==> config.mk <==
export PLATFORM = sky130hd
export DESIGN_NAME = if_fetch_stage_flat
export DESIGN_NICKNAME = d
export VERILOG_FILES = /design/src/rtl/cpu_pkg.sv /design/src/rtl/if_fetch_stage_if.sv /design/src/rtl/if_id_reg.sv /design/src/rtl/if_fetch_stage.sv /design/src/flat_wrapper.sv
export SDC_FILE = /design/constraint.sdc
export NUM_CORES = 1
export LEC_CHECK = 0
export CAP_MARGIN = 20
export CORE_ASPECT_RATIO = 1.25
export CORE_MARGIN = 2
export CORE_UTILIZATION = 40
export DETAILED_ROUTE_END_ITERATION = 6
export PLACE_DENSITY_LB_ADDON = 0.05
export SLEW_MARGIN = 15
export SYNTH_ARGS = -nofsm -noshare
export SYNTH_HDL_FRONTEND = slang
export SYNTH_SLANG_ARGS = --single-unit
==> constraint.sdc <==
create_clock -name clk -period 1.9 [get_ports clk]
set_input_delay 0.19 -clock clk [delete_from_list [all_inputs] [get_ports clk]]
set_output_delay 0.19 -clock clk [all_outputs]
set_load 0.05 [all_outputs]
==> src/rtl/cpu_pkg.sv <==
// Shared CPU pipeline definitions: reset/bubble constants and the IF/ID bundle.
package cpu_pkg;

    localparam logic [31:0] RESET_PC  = 32'h0000_0000;
    localparam logic [31:0] NOP_INSTR = 32'h0000_0000;  // sll $0,$0,0

    typedef struct packed {
        logic [31:0] instr;
        logic [31:0] pc_plus4;
        logic        valid;
    } ifid_t;

endpackage

==> src/rtl/if_fetch_stage_if.sv <==
// Fetch-stage bus: downstream control in, instruction-memory read port, IF/ID outputs.
// stall/redirect are level controls sampled at each rising edge; redirect wins over stall.
interface if_fetch_stage_if #(
    parameter int IM_AW = 10
);
    logic             stall;
    logic             redirect;
    logic [31:0]      redirect_pc;
    logic [IM_AW-1:0] im_addr;
    logic [31:0]      im_dout;
    logic [31:0]      pc;
    logic [31:0]      ifid_instr;
    logic [31:0]      ifid_pc_plus4;
    logic             ifid_valid;
    logic [31:0]      fetch_count;

    modport master (
        input  stall, redirect, redirect_pc, im_dout,
        output im_addr, pc, ifid_instr, ifid_pc_plus4, ifid_valid, fetch_count
    );

    modport slave (
        output stall, redirect, redirect_pc, im_dout,
        input  im_addr, pc, ifid_instr, ifid_pc_plus4, ifid_valid, fetch_count
    );
endinterface

==> src/rtl/if_id_reg.sv <==
// Generic pipeline register for the IF/ID bundle; priority is flush > hold > load.
module if_id_reg
    import cpu_pkg::ifid_t;
#(
    parameter logic [31:0] NOP_WORD = cpu_pkg::NOP_INSTR
) (
    input  logic  clk,
    input  logic  rst,
    input  logic  hold,
    input  logic  flush,
    input  ifid_t d,
    output ifid_t q
);
    localparam ifid_t BUBBLE = '{instr: NOP_WORD, pc_plus4: 32'h0, valid: 1'b0};

    ifid_t stage_q;
    ifid_t stage_d;

    always_comb begin
        stage_d = stage_q;
        if (flush) begin
            stage_d = BUBBLE;
        end else if (!hold) begin
            stage_d = d;
        end
    end

    always_ff @(posedge clk) begin
        if (rst) begin
            stage_q <= BUBBLE;
        end else begin
            stage_q <= stage_d;
        end
    end

    assign q = stage_q;
endmodule

==> src/rtl/if_fetch_stage.sv <==
// Instruction-fetch stage: PC register, next-PC selection and the IF/ID register.
module if_fetch_stage
    import cpu_pkg::ifid_t;
#(
    parameter logic [31:0] RESET_PC  = cpu_pkg::RESET_PC,
    parameter logic [31:0] NOP_INSTR = cpu_pkg::NOP_INSTR,
    parameter int          IM_AW     = 10
) (
    input logic               clk,
    input logic               rst,
    if_fetch_stage_if.master  bus
);
    logic [31:0] pc_q;
    logic [31:0] pc_d;
    logic [31:0] fetch_count_q;
    logic [31:0] fetch_count_d;
    logic [31:0] pc_plus4;
    ifid_t       ifid_d;
    ifid_t       ifid_q;

    assign pc_plus4 = pc_q + 32'd4;

    // A redirect comes from further down the pipe, so it overrides a stall.
    always_comb begin
        pc_d          = pc_q;
        fetch_count_d = fetch_count_q;
        if (bus.redirect) begin
            pc_d = bus.redirect_pc & ~32'h3;
        end else if (!bus.stall) begin
            pc_d          = pc_plus4;
            fetch_count_d = fetch_count_q + 32'd1;
        end
    end

    always_ff @(posedge clk) begin
        if (rst) begin
            pc_q          <= RESET_PC;
            fetch_count_q <= 32'h0;
        end else begin
            pc_q          <= pc_d;
            fetch_count_q <= fetch_count_d;
        end
    end

    always_comb begin
        ifid_d.instr    = bus.im_dout;
        ifid_d.pc_plus4 = pc_plus4;
        ifid_d.valid    = 1'b1;
    end

    if_id_reg #(
        .NOP_WORD (NOP_INSTR)
    ) u_if_id_reg (
        .clk   (clk),
        .rst   (rst),
        .hold  (bus.stall),
        .flush (bus.redirect),
        .d     (ifid_d),
        .q     (ifid_q)
    );

    // Upper PC bits are dropped here, so fetches alias within instruction memory.
    assign bus.im_addr       = pc_q[IM_AW+1:2];
    assign bus.pc            = pc_q;
    assign bus.ifid_instr    = ifid_q.instr;
    assign bus.ifid_pc_plus4 = ifid_q.pc_plus4;
    assign bus.ifid_valid    = ifid_q.valid;
    assign bus.fetch_count   = fetch_count_q;
endmodule

==> src/flat_wrapper.sv <==
// flat-port wrapper written by rule: the top's interface ports become plain ports
module if_fetch_stage_flat import cpu_pkg::ifid_t;
#(
    parameter logic [31:0] RESET_PC  = cpu_pkg::RESET_PC,
    parameter logic [31:0] NOP_INSTR = cpu_pkg::NOP_INSTR,
    parameter int          IM_AW     = 10
)
  (clk, rst, bus_stall, bus_redirect, bus_redirect_pc, bus_im_dout, bus_im_addr, bus_pc, bus_ifid_instr, bus_ifid_pc_plus4, bus_ifid_valid, bus_fetch_count);
  if_fetch_stage_if #(.IM_AW(IM_AW)) bus_i ();
  input logic clk;
  input logic rst;
  input wire logic [$bits(bus_i.stall)-1:0] bus_stall;
  input wire logic [$bits(bus_i.redirect)-1:0] bus_redirect;
  input wire logic [$bits(bus_i.redirect_pc)-1:0] bus_redirect_pc;
  input wire logic [$bits(bus_i.im_dout)-1:0] bus_im_dout;
  output wire logic [$bits(bus_i.im_addr)-1:0] bus_im_addr;
  output wire logic [$bits(bus_i.pc)-1:0] bus_pc;
  output wire logic [$bits(bus_i.ifid_instr)-1:0] bus_ifid_instr;
  output wire logic [$bits(bus_i.ifid_pc_plus4)-1:0] bus_ifid_pc_plus4;
  output wire logic [$bits(bus_i.ifid_valid)-1:0] bus_ifid_valid;
  output wire logic [$bits(bus_i.fetch_count)-1:0] bus_fetch_count;
  assign bus_i.stall = bus_stall;
  assign bus_i.redirect = bus_redirect;
  assign bus_i.redirect_pc = bus_redirect_pc;
  assign bus_i.im_dout = bus_im_dout;
  assign bus_im_addr = bus_i.im_addr;
  assign bus_pc = bus_i.pc;
  assign bus_ifid_instr = bus_i.ifid_instr;
  assign bus_ifid_pc_plus4 = bus_i.ifid_pc_plus4;
  assign bus_ifid_valid = bus_i.ifid_valid;
  assign bus_fetch_count = bus_i.fetch_count;
  if_fetch_stage #(.RESET_PC(RESET_PC), .NOP_INSTR(NOP_INSTR), .IM_AW(IM_AW)) u_core (.clk(clk), .rst(rst), .bus(bus_i));
endmodule
# Word-level counts from Yosys, hierarchy flattened
# Index checks and enable logic that the tools add are counted.
[word_totals] register_bits=129 in_bits=68 output_inout_bits=139 elab_cells=15
[classes] add_sub_neg=2 eq_ne=1 n_mux=2 n_bitwise=2 n_reduce_logical=2
[ops] operator="$mux W32" count=2
[ops] operator="$add A32 B1 Y32 const B" count=1
[ops] operator="$add A32 B3 Y32 const B" count=1
[ops] operator="$ne A2 B1 Y1 const B" count=1
[ops] operator="$not A1 Y1" count=2
[ops] operator="$reduce_and A2 Y1" count=1
[ops] operator="$reduce_or A2 Y1" count=1

# Depth between registers and ports, before layout
# Gate-level depths: netlist of run 1.
[logic_depth] word_depth=3 ltp_mapped=7 mapped_depth_nobuf=6

# Modules after synthesis
# Synthesis of run 1 repeated with hierarchy kept, for this count alone.
[unflattened] cells_unflattened=701 area_unflattened_um2=6241.0
[modules_own_cells] module="if_fetch_stage" n_inst=1 cells_per_inst=491 area_each_um2=3902.5 seq_area_each_um2=1241.2
[modules_own_cells] module="if_id_reg" n_inst=1 cells_per_inst=210 area_each_um2=2338.5 seq_area_each_um2=1301.2

# Worst setup path before layout of run 1
# No wires, ideal clock.
[synth_timing] path_kind="reg2reg" startpoint="register u_core.fetch_count_q[0], in the netlist u_core.bus.fetch_count[0]" endpoint="register u_core.fetch_count_q[14], in the netlist u_core.bus.fetch_count[14]" setup_time_ns=0.070 arrival_time_ns=2.322 required_time_ns=1.830 setup_slack_ns=-0.493 stages_incl_launch_ff=7 n_path_buf=1 synth_period_minus_slack_ns=2.393 cell_sequence="dfxtp_1 -> ha_1 -> or3b_4 -> or4_1 -> buf_2 -> or3_1 -> a21oi_1"
[synth_between] elab_chain_cells=1
[synth_rtl] element="from (decl)" line_no="if_fetch_stage.sv:15" rtl="logic [31:0] fetch_count_q;"
[synth_rtl] element="from (signal assigned)" line_no="if_fetch_stage.sv:41" rtl="fetch_count_q <= fetch_count_d;"
[synth_rtl] element="$add A32 B1 Y32" line_no="if_fetch_stage.sv:31" rtl="fetch_count_d = fetch_count_q + 32'd1;"
# No other way between the ends.
# A chain may end at the register's enable or synchronous reset.

# Worst setup path after layout of run 1
[layout_timing] startpoint="register u_core.fetch_count_q[1], in the netlist u_core.bus.fetch_count[1]" endpoint="register u_core.fetch_count_q[14], in the netlist u_core.bus.fetch_count[14]"
# The elaborated chain is that of the path after synthesis.

==> metrics.txt, run 1 <==
Seq/Total Area, Yosys=0.438; share of layout cells above drive strength 1=0.150; fin cells=1063; final setup vio count=0; # clock sinks=about 130; worst r2r dst=u_core.bus.fetch_count[14]; slew margin rel.=0.587; flop-to-flop setup slack=around 0.0018 ns; number of remaining DRC errors=0; WP depth=5; fin crit share=0.999; drt wl/cell=between 15 and 20 um; cell taking the most area after synthesis=dfxtp_1; synth warn=0; Power Dens Cells=a little over 800 nW/um^2; most common cell in the netlist=dfxtp_1; router iterations before antenna repair=5; Antenna Cells=0; CTS tree=built; cell family contributing the most delay on the critical path=simple AND/OR/NAND/NOR gates; crit path DAT=~2.2 ns; final core occ=0.631; CP Max Fanout=6; crit start category=flop; Worst EP required=between 2 and 2.5 ns; actual slew at the worst max-slew pin=between 0.6 and 0.7 ns; Setup crit start=u_core.bus.fetch_count[1]; slowest cell delay on critical path=between 0.5 and 0.6 ns; Area Overhead vs Synth=53.4%; Starting DRT DRC Count=roughly 260; Max Cap Viol=0; top cell type's share of synthesized area=0.438; vias per cell=between 5 and 6; status=complete, no violations; element type at the critical path end=flop; clk root buf=clkbuf_16; Clock Skew=0.00707 ns; Final HPWL DP=~12000 um; Final Power=7.27 mW; die width=111 um; Syn Inst Count=664; Worst-path clk slew=roughly 0.050 ns; Placed Instances=approximately 1000; Max VDD drop=between 500 and 600 uV; initial antenna violation count=0; Num CTS Buffers=17; crit path kind=flop to flop; Core Box Area=13900 sq um; Initial Utilization=0.412; largest cells by area after synthesis=dfxtp_1 (44%), xor2_1 (8.0%), nor2_1 (6.9%); number of synthesized flops with an enable pin=0; setup ws final=0.00178 ns; H-tree levels=4; final hold viol count=0; Layout Nets=around 950; path category of the worst min-delay check=primary input to flop; vias=between 5000 and 6000; # rows=between 40 and 50; clk_lat worst skew=about 0.42 ns; # IOs=207; fmax=around 530 MHz; syn avg cell area=8.60 sq um; GP Congestion=approximately 0.83; Mapped Area=roughly 5700 sq um; die height=138 um; Slew Limit Fails=0; first-pass GRT wire length=roughly 27000 um; post-synthesis async set-or-reset flop share=0; CP Buf/Inv Count=0; Total GRT Usage=0.217; port buffer count=200; DRT antenna net count=0; top post-synthesis cells by count=dfxtp_1 (125), nor2_1 (105), xor2_1 (52); r2r startpoint=u_core.bus.fetch_count[1]; FF-to-FF path depth=5; leak pwr=3.47 nW; Fin Hold WS=between 0.15 and 0.2 ns; die area=around 15000 sq um; grt total ovfl=0; Seq cells post-synth=about 130; Longest Clk Path Bufs=2; final WL=16800 um; Worst path slowest cell=or4_4; hold_buf cts=0; crit path to=u_core.bus.fetch_count[14]; Tmin final=between 1.5 and 2 ns; RSZ-0062 raised after global routing=yes; critical path, cell by cell=ha_4, or3b_4, or4_4, or3_1, a21oi_1; vias in the first global route=5391; Yosys cell types=41; pin count of the biggest net entering global routing=45; dpl ws=-0.209 ns; Top FF cell, synth=dfxtp_1
-- through the flow --
step | area (sq um) | setup TNS (ns)
after global placement | 8100 | -0.578
after floorplan | 5860 | -0.921
after global routing | 8760 | -0.0946
after CTS | 8690 | -0.00855
after detailed placement | 8100 | -1.20
final | 8760 | 0
-- placed cells by master (no fill, tap or decap), types with 3 or more instances in the layout --
master	Yosys	final
a31oi_1	3	3
and3_1	12	12
and2_1	3	3
bufinv_16	0	3
dlygate4sd2_1	0	23
xnor2_1	20	20
nor2_1	105	103
clkdlybuf4s50_1	0	167
dfxtp_1	125	94
dfxtp_4	0	10
nor3_2	3	4
nand4_1	31	31
a21oi_1	41	41
clkbuf_16	0	18
a211oi_1	16	16
mux2i_1	38	38
dlymetal6s2s_1	0	4
nand2_1	35	35
nor4_4	0	3
o21ai_0	35	35
a311oi_1	3	3
nor2_2	2	3
buf_4	14	47
dfxtp_2	0	21
nor3_1	11	9
clkinv_2	0	4
conb_1	1	4
or3_1	10	10
inv_1	9	9
nand3_1	26	25
xor2_1	52	52
o21a_1	6	6
-- area by class of cell --
class / count / area [sq um]
Fill cell: 1239 / 5110
Timing Repair Buffer: 245 / 2330
Clock buffer: 18 / 450
Inverter: 9 / 33.8
Tap cell: 175 / 219
Multi-Input combinational cell: 477 / 3000
Clock inverter: 14 / 164
Sequential cell: 125 / 2570
-- layer usage --
layer | global-route usage | vias up | part of all wire
met5 | 0 | - | 0
met4 | 0.0910 | 0 | 0.022
met3 | 0.0744 | 25 | 0.077
met2 | 0.367 | 199 | 0.49
met1 | 0.253 | 2606 | 0.41
li1 | - | 2714 | -
-- worst register-to-register path: stages (launching register included) --
cell and delay (ns):
dfxtp_4 0.36, ha_4 0.11, or3b_4 0.39, or4_4 0.53, or3_1 0.32, a21oi_1 0.12
-- worst min-delay path by stage --
stage | from | end | slack [ns] | cells after the start
2_1_floorplan | bus_redirect_pc[16] | u_core.bus.pc[16] | 0.32 | 2
3_3_place_gp | u_core.u_if_id_reg.q[0] | u_core.u_if_id_reg.q[0] | 0.44 | 2
3_5_place_dp | u_core.u_if_id_reg.q[0] | u_core.u_if_id_reg.q[0] | 0.45 | 2
4_1_cts | rst | u_core.bus.pc[4] | 0.14 | 2
5_1_grt | rst | u_core.bus.pc[3] | 0.19 | 2
6_report | rst | u_core.bus.pc[5] | 0.16 | 2
-- logic make-up (layout without fill, tap and decap cells) --
logic type,Yosys count,in the layout,synth area share
xor+xnor,72,72,0.110
compound gates,108,108,0.108
flops,125,125,0.438
fa+ha+maj,2,2,0.00438
other cells,1,4,0.000657
mux,38,38,0.0666
buf+inv,65,286,0.0541
simple gates,253,253,0.217
-- registers in the layout, indices dropped and copies added (netlist names) --
signal	count
u_core.bus.fetch_count	32
u_core.bus.pc	30
u_core.u_if_id_reg.q	63
-- repair_timing --
action,4_1_cts,5_1_grt
gates resized for setup,23,10
setup endpoints to repair,25,23
cloned,0,0
setup buffers,0,4
pin swaps,0,5
-- power by group --
group / switching [mW] / internal [mW] / total, mW
clock network: 1.21 / 2.14 / 3.35
logic: 0.686 / 0.422 / 1.11
registers: 0.0962 / 2.71 / 2.81
total: 1.99 / 5.27 / 7.27
(Power assumes the default switching activity.)
==> run 2: changes to the inputs <==
==> constraint.sdc (replaced) <==
create_clock -name clk -period 2.08 [get_ports clk]
set_input_delay 0.208 -clock clk [delete_from_list [all_inputs] [get_ports clk]]
set_output_delay 0.208 -clock clk [all_outputs]
set_load 0.05 [all_outputs]
==> run 2 against run 1 <==
  * Count of clock-buffer cells in the layout down 1
  * Global-route usage down 0.20 points
  * Sequential cell count unchanged
  * Non-clock buffer count down 13
  * Final area down 1.5%
  * Utilization down 0.97 points
  * Via count down 2.8%
  * Routed wire length down 1.7%
  * Sequential power down 8.2%
  * Sequential share of layout area up 0.11 points
  * Die area unchanged
  * Critical endpoint is now bus_pc[20]
  * Largest cell class unchanged
  * Highest routed layer unchanged
==> metrics.txt, run 2 (same netlist as run 1, synthesis figures left out) <==
status=complete, no violations (unchanged); most frequent cells in the layout=clkdlybuf4s50_1 (198), nor2_1 (104), dfxtp_1 (102) (was clkdlybuf4s50_1 (167), nor2_1 (103), dfxtp_1 (94)); first-pass GRT wire length=26300 um (was 26500 um); router iterations before antenna repair=4 (was 5); CP Buf/Inv Count=1 (was 0); WP depth=1 (was 5); # rows=48 (unchanged); slew margin rel.=0.615 (was 0.587); pin count of the biggest net entering global routing=46 (was 45); crit path DAT=1.80 ns (was 2.24 ns); fin cells=1050 (was 1063); Clock Skew=0.00698 ns (was 0.00707 ns); Layout Nets=932 (was 945); most common cell after layout, fill and taps aside=clkdlybuf4s50_1 (unchanged); design area=8630 sq um (was 8760 sq um); cell family contributing the most delay on the critical path=buffers and inverters (was simple AND/OR/NAND/NOR gates); critical path, cell by cell=clkdlybuf4s50_1 (was ha_4, or3b_4, or4_4, or3_1, a21oi_1); Worst-path clk slew=0.06 ns (was 0.05 ns); CP Max Fanout=7 (was 6); Initial Utilization=0.412 (unchanged); Placed Instances=1018 (was 1027); number of remaining DRC errors=0 (unchanged); die width=111 um (unchanged); Setup crit start=u_core.bus.pc[20] (was u_core.bus.fetch_count[1]); port buffer count=200 (unchanged); Final Power=6.82 mW (was 7.27 mW); Max Cap Viol=0 (unchanged); final core occ=0.622 (was 0.631); Area Overhead vs Synth=51.1% (was 53.4%); Core Box Area=13900 sq um (unchanged); r2r startpoint=u_core.bus.fetch_count[0] (was u_core.bus.fetch_count[1]); Longest Clk Path Bufs=2 (unchanged); fmax=between 400 and 500 MHz; Antenna Cells=0 (unchanged); Total GRT Usage=0.215 (was 0.217); clk_lat worst skew=0.42 ns (about the same); Worst path slowest cell=clkdlybuf4s50_1 (was or4_4); fillers=1240 (was 1239); fin crit share=0.966; Placement Cell Area=7980 sq um (was 8100 sq um); Final HPWL DP=12100 um (about the same); slowest cell delay on critical path=0.89 ns (was 0.53 ns); die height=138 um (unchanged); crit path to=bus_pc[20] (was u_core.bus.fetch_count[14]); vias per cell=5.13 (was 5.22); final WL=16500 um (was 16800 um); Num CTS Buffers=17 (unchanged); Worst EP required=1.87 ns (was 2.24 ns); flop-to-flop setup slack=0.12 ns (was 0.002 ns); initial antenna violation count=0 (unchanged); share of layout cells above drive strength 1=0.118 (was 0.150); leak pwr=3.19 nW (was 3.47 nW); CTS tree=built (unchanged); worst r2r dst=u_core.bus.fetch_count[14] (unchanged); Slew Limit Fails=0 (unchanged); setup ws final=0.0717 ns (was 0.00178 ns); H-tree levels=4 (unchanged); dpl ws=-0.0353 ns (was -0.209 ns); Worst Hold Path Cells=2 (unchanged); vias=5391 (was 5544); vias in the first global route=5210 (was 5391); DRT antenna net count=0 (unchanged); # clock sinks=125 (unchanged); clk root buf=clkbuf_16 (unchanged); Max VDD drop=527 uV (was 594 uV); path category of the worst min-delay check=primary input to flop (unchanged); element type at the critical path end=output port (was flop); Tmin final=about 2 ns; Power Dens Cells=791 nW/um^2 (was 829 nW/um^2); die area=15300 sq um (unchanged); crit path kind=flop to output port (was flop to flop); drt wl/cell=15.7 um (was 15.8 um); RSZ-0062 raised after global routing=yes (unchanged); Starting DRT DRC Count=230 (was 258); max FFs per register=63 (unchanged); crit start category=flop (unchanged); actual slew at the worst max-slew pin=0.572 ns (was 0.620 ns); final hold viol count=0 (unchanged); final setup vio count=0 (unchanged); grt total ovfl=0 (unchanged); FF-to-FF path depth=5 (unchanged); GP Congestion=0.854 (was 0.835); # IOs=207 (unchanged)
## run 2: metrics by stage
| stage | TNS [ns] | hold WS, ns |
|---|---|---|
| after detailed placement | -0.0645 | 0.449 |
| after global routing | -0.0920 | 0.163 |
| after global placement | -0.0102 | 0.441 |
| final | 0 | 0.139 |
| after CTS | 0 | 0.139 |
| after floorplan | -0.00539 | 0.345 |
## run 2: timing repair
item | 4_1_cts | 5_1_grt
setup buffers | 0 | 0
hold endpoints to repair | 0 | 0
setup endpoints to repair | 0 | 4
resized for setup | 0 | 1
hold buffers | 0 | 0
## run 2: worst min-delay path by stage
| stage | from | to | slack, ns |
|---|---|---|---|
| floorplan | bus_redirect_pc[16] | u_core.bus.pc[16] | 0.35 |
| global placement | u_core.u_if_id_reg.q[0] | u_core.u_if_id_reg.q[0] | 0.44 |
| detailed placement | u_core.u_if_id_reg.q[0] | u_core.u_if_id_reg.q[0] | 0.45 |
| CTS | rst | u_core.bus.pc[10] | 0.14 |
| global route | rst | u_core.bus.pc[5] | 0.16 |
| finish | rst | u_core.bus.pc[10] | 0.14 |
## run 2: worst reg2reg max path: stages, from the launching register on
cell,delay (ns)
dfxtp_4,0.38
ha_4,0.13
or3b_4,0.38
or4_4,0.53
or3_1,0.33
a21oi_1,0.14
## run 2: cell type report
| type | instances | area (sq um) | area share |
|---|---|---|---|
| Clock inverter | 15 | 220 | 0.0255 |
| Sequential cell | 125 | 2540 | 0.294 |
| Clock buffer | 17 | 425 | 0.0493 |
| Multi-Input combinational cell | 477 | 2940 | 0.340 |
| Inverter | 9 | 33.8 | 0.00392 |
| Timing Repair Buffer | 232 | 2260 | 0.262 |
| Tap cell | 175 | 219 | 0.0254 |
## run 2: layer usage
| layer | share of wire | GRT usage | vias up |
|---|---|---|---|
| li1 | - | - | 2685 |
| met1 | 0.42 | 0.253 | 2530 |
| met2 | 0.51 | 0.376 | 152 |
| met3 | 0.052 | 0.0559 | 24 |
| met4 | 0.020 | 0.0868 | 0 |
| met5 | 0 | 0 | - |
## run 2: power by group
part / internal, mW / switching, mW / total [mW]
logic: 0.394 / 0.602 / 0.996
clock network: 2.12 / 1.12 / 3.24
registers: 2.48 / 0.0990 / 2.58
total: 5.00 / 1.82 / 6.82
==> run 3: changes to the inputs <==
--- a/config.mk
+++ b/config.mk
@@ -7,11 +7,12 @@
 export LEC_CHECK = 0
 export CAP_MARGIN = 20
 export CORE_ASPECT_RATIO = 1.25
-export CORE_MARGIN = 2
+export CORE_MARGIN = 8
 export CORE_UTILIZATION = 40
 export DETAILED_ROUTE_END_ITERATION = 6
 export PLACE_DENSITY_LB_ADDON = 0.05
 export SLEW_MARGIN = 15
 export SYNTH_ARGS = -nofsm -noshare
 export SYNTH_HDL_FRONTEND = slang
+export SYNTH_HIERARCHICAL = 1
 export SYNTH_SLANG_ARGS = --single-unit
==> constraint.sdc (replaced) <==
create_clock -name clk -period 2.08 [get_ports clk]
set_input_delay 0.208 -clock clk [delete_from_list [all_inputs] [get_ports clk]]
set_output_delay 0.208 -clock clk [all_outputs]
set_load 0.02 [all_outputs]
==> run 3 against run 2 <==
  * Sequential cell count up 2
  * Sequential power barely moved
  * Cell count grew 11%
  * Final area is 9.7% higher
  * Via count rose by 13%
  * Utilization down 0.87 points
  * First-iteration DRC count increased by 31%
  * Clock skew is 0.00059 ns higher
  * Count of clock-buffer cells in the layout is 7 higher
  * Combinational power decreased by 11%
  * Maximum frequency fell by 1.8%
  * Clock power shrank 9.9%
  * Largest power group unchanged
==> metrics.txt, run 3 <==
status=complete, no violations (unchanged); fin crit share=0.984 (was 0.966); TNS Setup=0 ns (unchanged); Longest Clk Path Bufs=2 (unchanged); Placement Cell Area=8760 sq um (was 7980 sq um); flop-to-flop setup slack=0.03 ns (was 0.12 ns); port buffer count=202 (was 200); CP Max Fanout=8 (was 7); largest cells by area after synthesis=dfxtp_1 (41%), mux2i_1 (11%), nor2_1 (7.2%) (was dfxtp_1 (44%), xor2_1 (8.0%), nor2_1 (6.9%)); Seq/Total Area, Yosys=0.407 (was 0.438); Max VDD drop=522 uV (was 527 uV); crit start category=flop (unchanged); first-pass GRT wire length=32500 um (was 26300 um); most frequent cells in the layout=clkdlybuf4s50_1 (200), nor2_1 (119), dfxtp_1 (118) (was clkdlybuf4s50_1 (198), nor2_1 (104), dfxtp_1 (102)); r2r startpoint=u_core/bus.fetch_count[9] (was u_core.bus.fetch_count[0]); sequential share of power=0.403 (was 0.379); actual slew at the worst max-slew pin=0.684 ns (was 0.572 ns); Top FF cell, synth=dfxtp_1 (unchanged); Area Overhead vs Synth=51.7% (was 51.1%); Slew Limit Fails=0 (unchanged); Starting DRT DRC Count=302 (was 230); clk_lat worst skew=0.41 ns (was 0.42 ns); worst r2r dst=u_core/bus.fetch_count[26] (was u_core.bus.fetch_count[14]); Core Box Area=15400 sq um (was 13900 sq um); met2 Resource Use GR=0.360 (was 0.376); most used routing layer=met2 (unchanged); grt total ovfl=0 (unchanged); final setup vio count=0 (unchanged); cell family contributing the most delay on the critical path=simple AND/OR/NAND/NOR gates (was buffers and inverters); Worst path slowest cell=or4_4 (was clkdlybuf4s50_1); clk root buf=clkbuf_16 (unchanged); final core occ=0.613 (was 0.622); WP depth=5 (was 1); Final HPWL DP=15500 um (was 12100 um); Worst-path clk slew=0.06 ns (about the same); Max Cap Viol=0 (unchanged); number of synthesized flops with an enable pin=0 (unchanged); Total GRT Usage=0.204 (was 0.215); die width=128 um (was 111 um); H-tree levels=4 (unchanged); Worst path most repeated cell=or4_4; Tmin final=2.05 ns (was 2.01 ns); slowest cell delay on critical path=0.59 ns (was 0.89 ns); leak pwr=3.62 nW (was 3.19 nW); max FFs per register=65 (was 63); cell taking the most area after synthesis=dfxtp_1 (unchanged); vias in the first global route=6321 (was 5210); number of remaining DRC errors=0 (unchanged); fmax=489 MHz (was 498 MHz); initial antenna violation count=0 (unchanged); Syn Inst Count=701 (was 664); Power Dens Cells=674 nW/um^2 (was 791 nW/um^2); die height=156 um (was 138 um); path category of the worst min-delay check=primary input to flop (unchanged); synth warn=6 (was 0); critical path, cell by cell=nand4_1, or4_4, buf_8, or4_4, a21oi_2 (was clkdlybuf4s50_1); post-synthesis async set-or-reset flop share=0 (unchanged); crit path DAT=2.39 ns (was 1.80 ns); router iterations before antenna repair=5 (was 4); # IOs=207 (unchanged); Yosys cell types=46 (was 41); FF-to-FF path depth=5 (unchanged); element type at the critical path end=flop (was output port); Comb pwr share=0.139 (was 0.146); CP Buf/Inv Count=1 (unchanged); Setup crit start=u_core/bus.fetch_count[9] (was u_core.bus.pc[20]); hold_buf cts=0 (unchanged); M3 GR Usage=0.0544 (was 0.0559); internal power=4.80 mW (was 5.00 mW); Psw=1.58 mW (was 1.82 mW); top cell type's share of synthesized area=0.407 (was 0.438); # rows=51 (was 48); # clock sinks=127 (was 125); Net Sw Frac=0.248 (was 0.267); Seq cells post-synth=127 (was 125); Layout Nets=1007 (was 932); Num CTS Buffers=17 (unchanged); design area=9470 sq um (was 8630 sq um); Mapped Area=6240 sq um (was 5710 sq um); GP Congestion=0.850 (was 0.854); Antenna Cells=0 (unchanged); DRT antenna net count=0 (unchanged); syn avg cell area=8.90 sq um (was 8.60 sq um); final WL=20600 um (was 16500 um); Register Area=2560 sq um (was 2540 sq um); vias=6073 (was 5391); CTS tree=built (unchanged); final hold viol count=0 (unchanged); drt wl/cell=17.8 um (was 15.7 um); share of layout cells above drive strength 1=0.152 (was 0.118); crit path to=u_core/bus.fetch_count[26] (was bus_pc[20]); clock network power share=0.458 (was 0.475); slew margin rel.=0.544 (was 0.615); pin count of the biggest net entering global routing=48 (was 46); fillers=1408 (was 1240); most common cell after layout, fill and taps aside=clkdlybuf4s50_1 (unchanged); die area=19900 sq um (was 15300 sq um); met1 Usage GRT=0.215 (was 0.253); area of the multi-input gates=3350 sq um (was 2940 sq um); top post-synthesis cells by count=dfxtp_1 (127), nor2_1 (119), mux2i_1 (66) (was dfxtp_1 (125), nor2_1 (105), xor2_1 (52)); most common cell in the netlist=dfxtp_1 (unchanged); Worst EP required=2.43 ns (was 1.87 ns); Clock Skew=0.00757 ns (was 0.00698 ns); vias per cell=5.23 (was 5.13); crit path kind=flop to flop (was flop to output port); Initial Utilization=0.404 (was 0.412)
==> run 3: cell count changes in the layout (fill, tap and decap cells not counted), moves of 16 or more <==
cell and change:
o21ai_0 -24, or4_1 +16, a21oi_1 -24, o31ai_1 +17, mux2i_1 +28, xor2_1 -26
buf_4 +44, dfxtp_1 +16
==> run 3: kinds of logic (layout without fill, tap and decap cells) <==
| group | Yosys count | after routing | synth area share |
|---|---|---|---|
| other cells | 2 | 5 | 0.00120 |
| flops | 127 | 127 | 0.407 |
| xor+xnor | 47 | 47 | 0.0660 |
| simple gates | 288 | 288 | 0.242 |
| compound gates | 81 | 81 | 0.0892 |
| mux | 73 | 73 | 0.118 |
| buf+inv | 81 | 327 | 0.0722 |
| fa+ha+maj | 2 | 2 | 0.00401 |
==> run 3: final cells by class <==
cell class | count | area share
Clock buffer | 24 | 0.0542
Timing Repair Buffer | 279 | 0.279
Clock inverter | 8 | 0.00806
Sequential cell | 127 | 0.270
Inverter | 16 | 0.00634
Tap cell | 212 | 0.0280
Multi-Input combinational cell | 496 | 0.354
==> run 3: layer usage <==
layer,vias up,share of wire
li1,2966,-
met1,2857,0.40
met2,207,0.50
met3,43,0.065
met4,0,0.035
met5,-,0
==> run 3: metrics by stage <==
stage | cells | total power [mW] | worst slack [ns] | hold slack (ns)
after global routing | 1162 | 6.64 | -0.0296 | 0.162
after CTS | 1159 | 6.44 | 0.000476 | 0.156
after floorplan | 704 | 3.09 | 0.00555 | 0.351
final | 1162 | 6.38 | 0.0343 | 0.163
after global placement | 1127 | 3.49 | -0.223 | 0.473
after detailed placement | 1127 | 3.51 | -0.287 | 0.484
==> run 3: power groups by stage <==
stage / combinational (mW) / sequential, mW / clock (mW)
after CTS: 0.893 / 2.57 / 2.98
after detailed placement: 0.888 / 2.63 / 0
final: 0.886 / 2.57 / 2.92
after floorplan: 0.362 / 2.72 / 0
after global routing: 0.949 / 2.58 / 3.11
after global placement: 0.873 / 2.62 / 0
==> run 3: worst min-delay path by stage <==
stage	startpoint	to	slack, ns	cells past startpoint
floorplan	bus_redirect_pc[3]	u_core/bus.pc[3]	0.35	2
global placement	u_core/bus.fetch_count[15]	u_core/bus.fetch_count[15]	0.47	2
detailed placement	u_core/u_if_id_reg/q[19]	u_core/u_if_id_reg/q[19]	0.48	2
CTS	rst	u_core/bus.pc[3]	0.16	2
global route	rst	u_core/bus.pc[3]	0.16	2
finish	rst	u_core/bus.pc[3]	0.16	2
==> run 3: repair_timing <==
item                                    4_1_cts  5_1_grt
resized for setup                             4       12
endpoints found under the hold margin         0        0
endpoints found under the setup margin        6       22
pin swaps                                     2        4
cloned                                        0        1
buffers inserted                              0        2
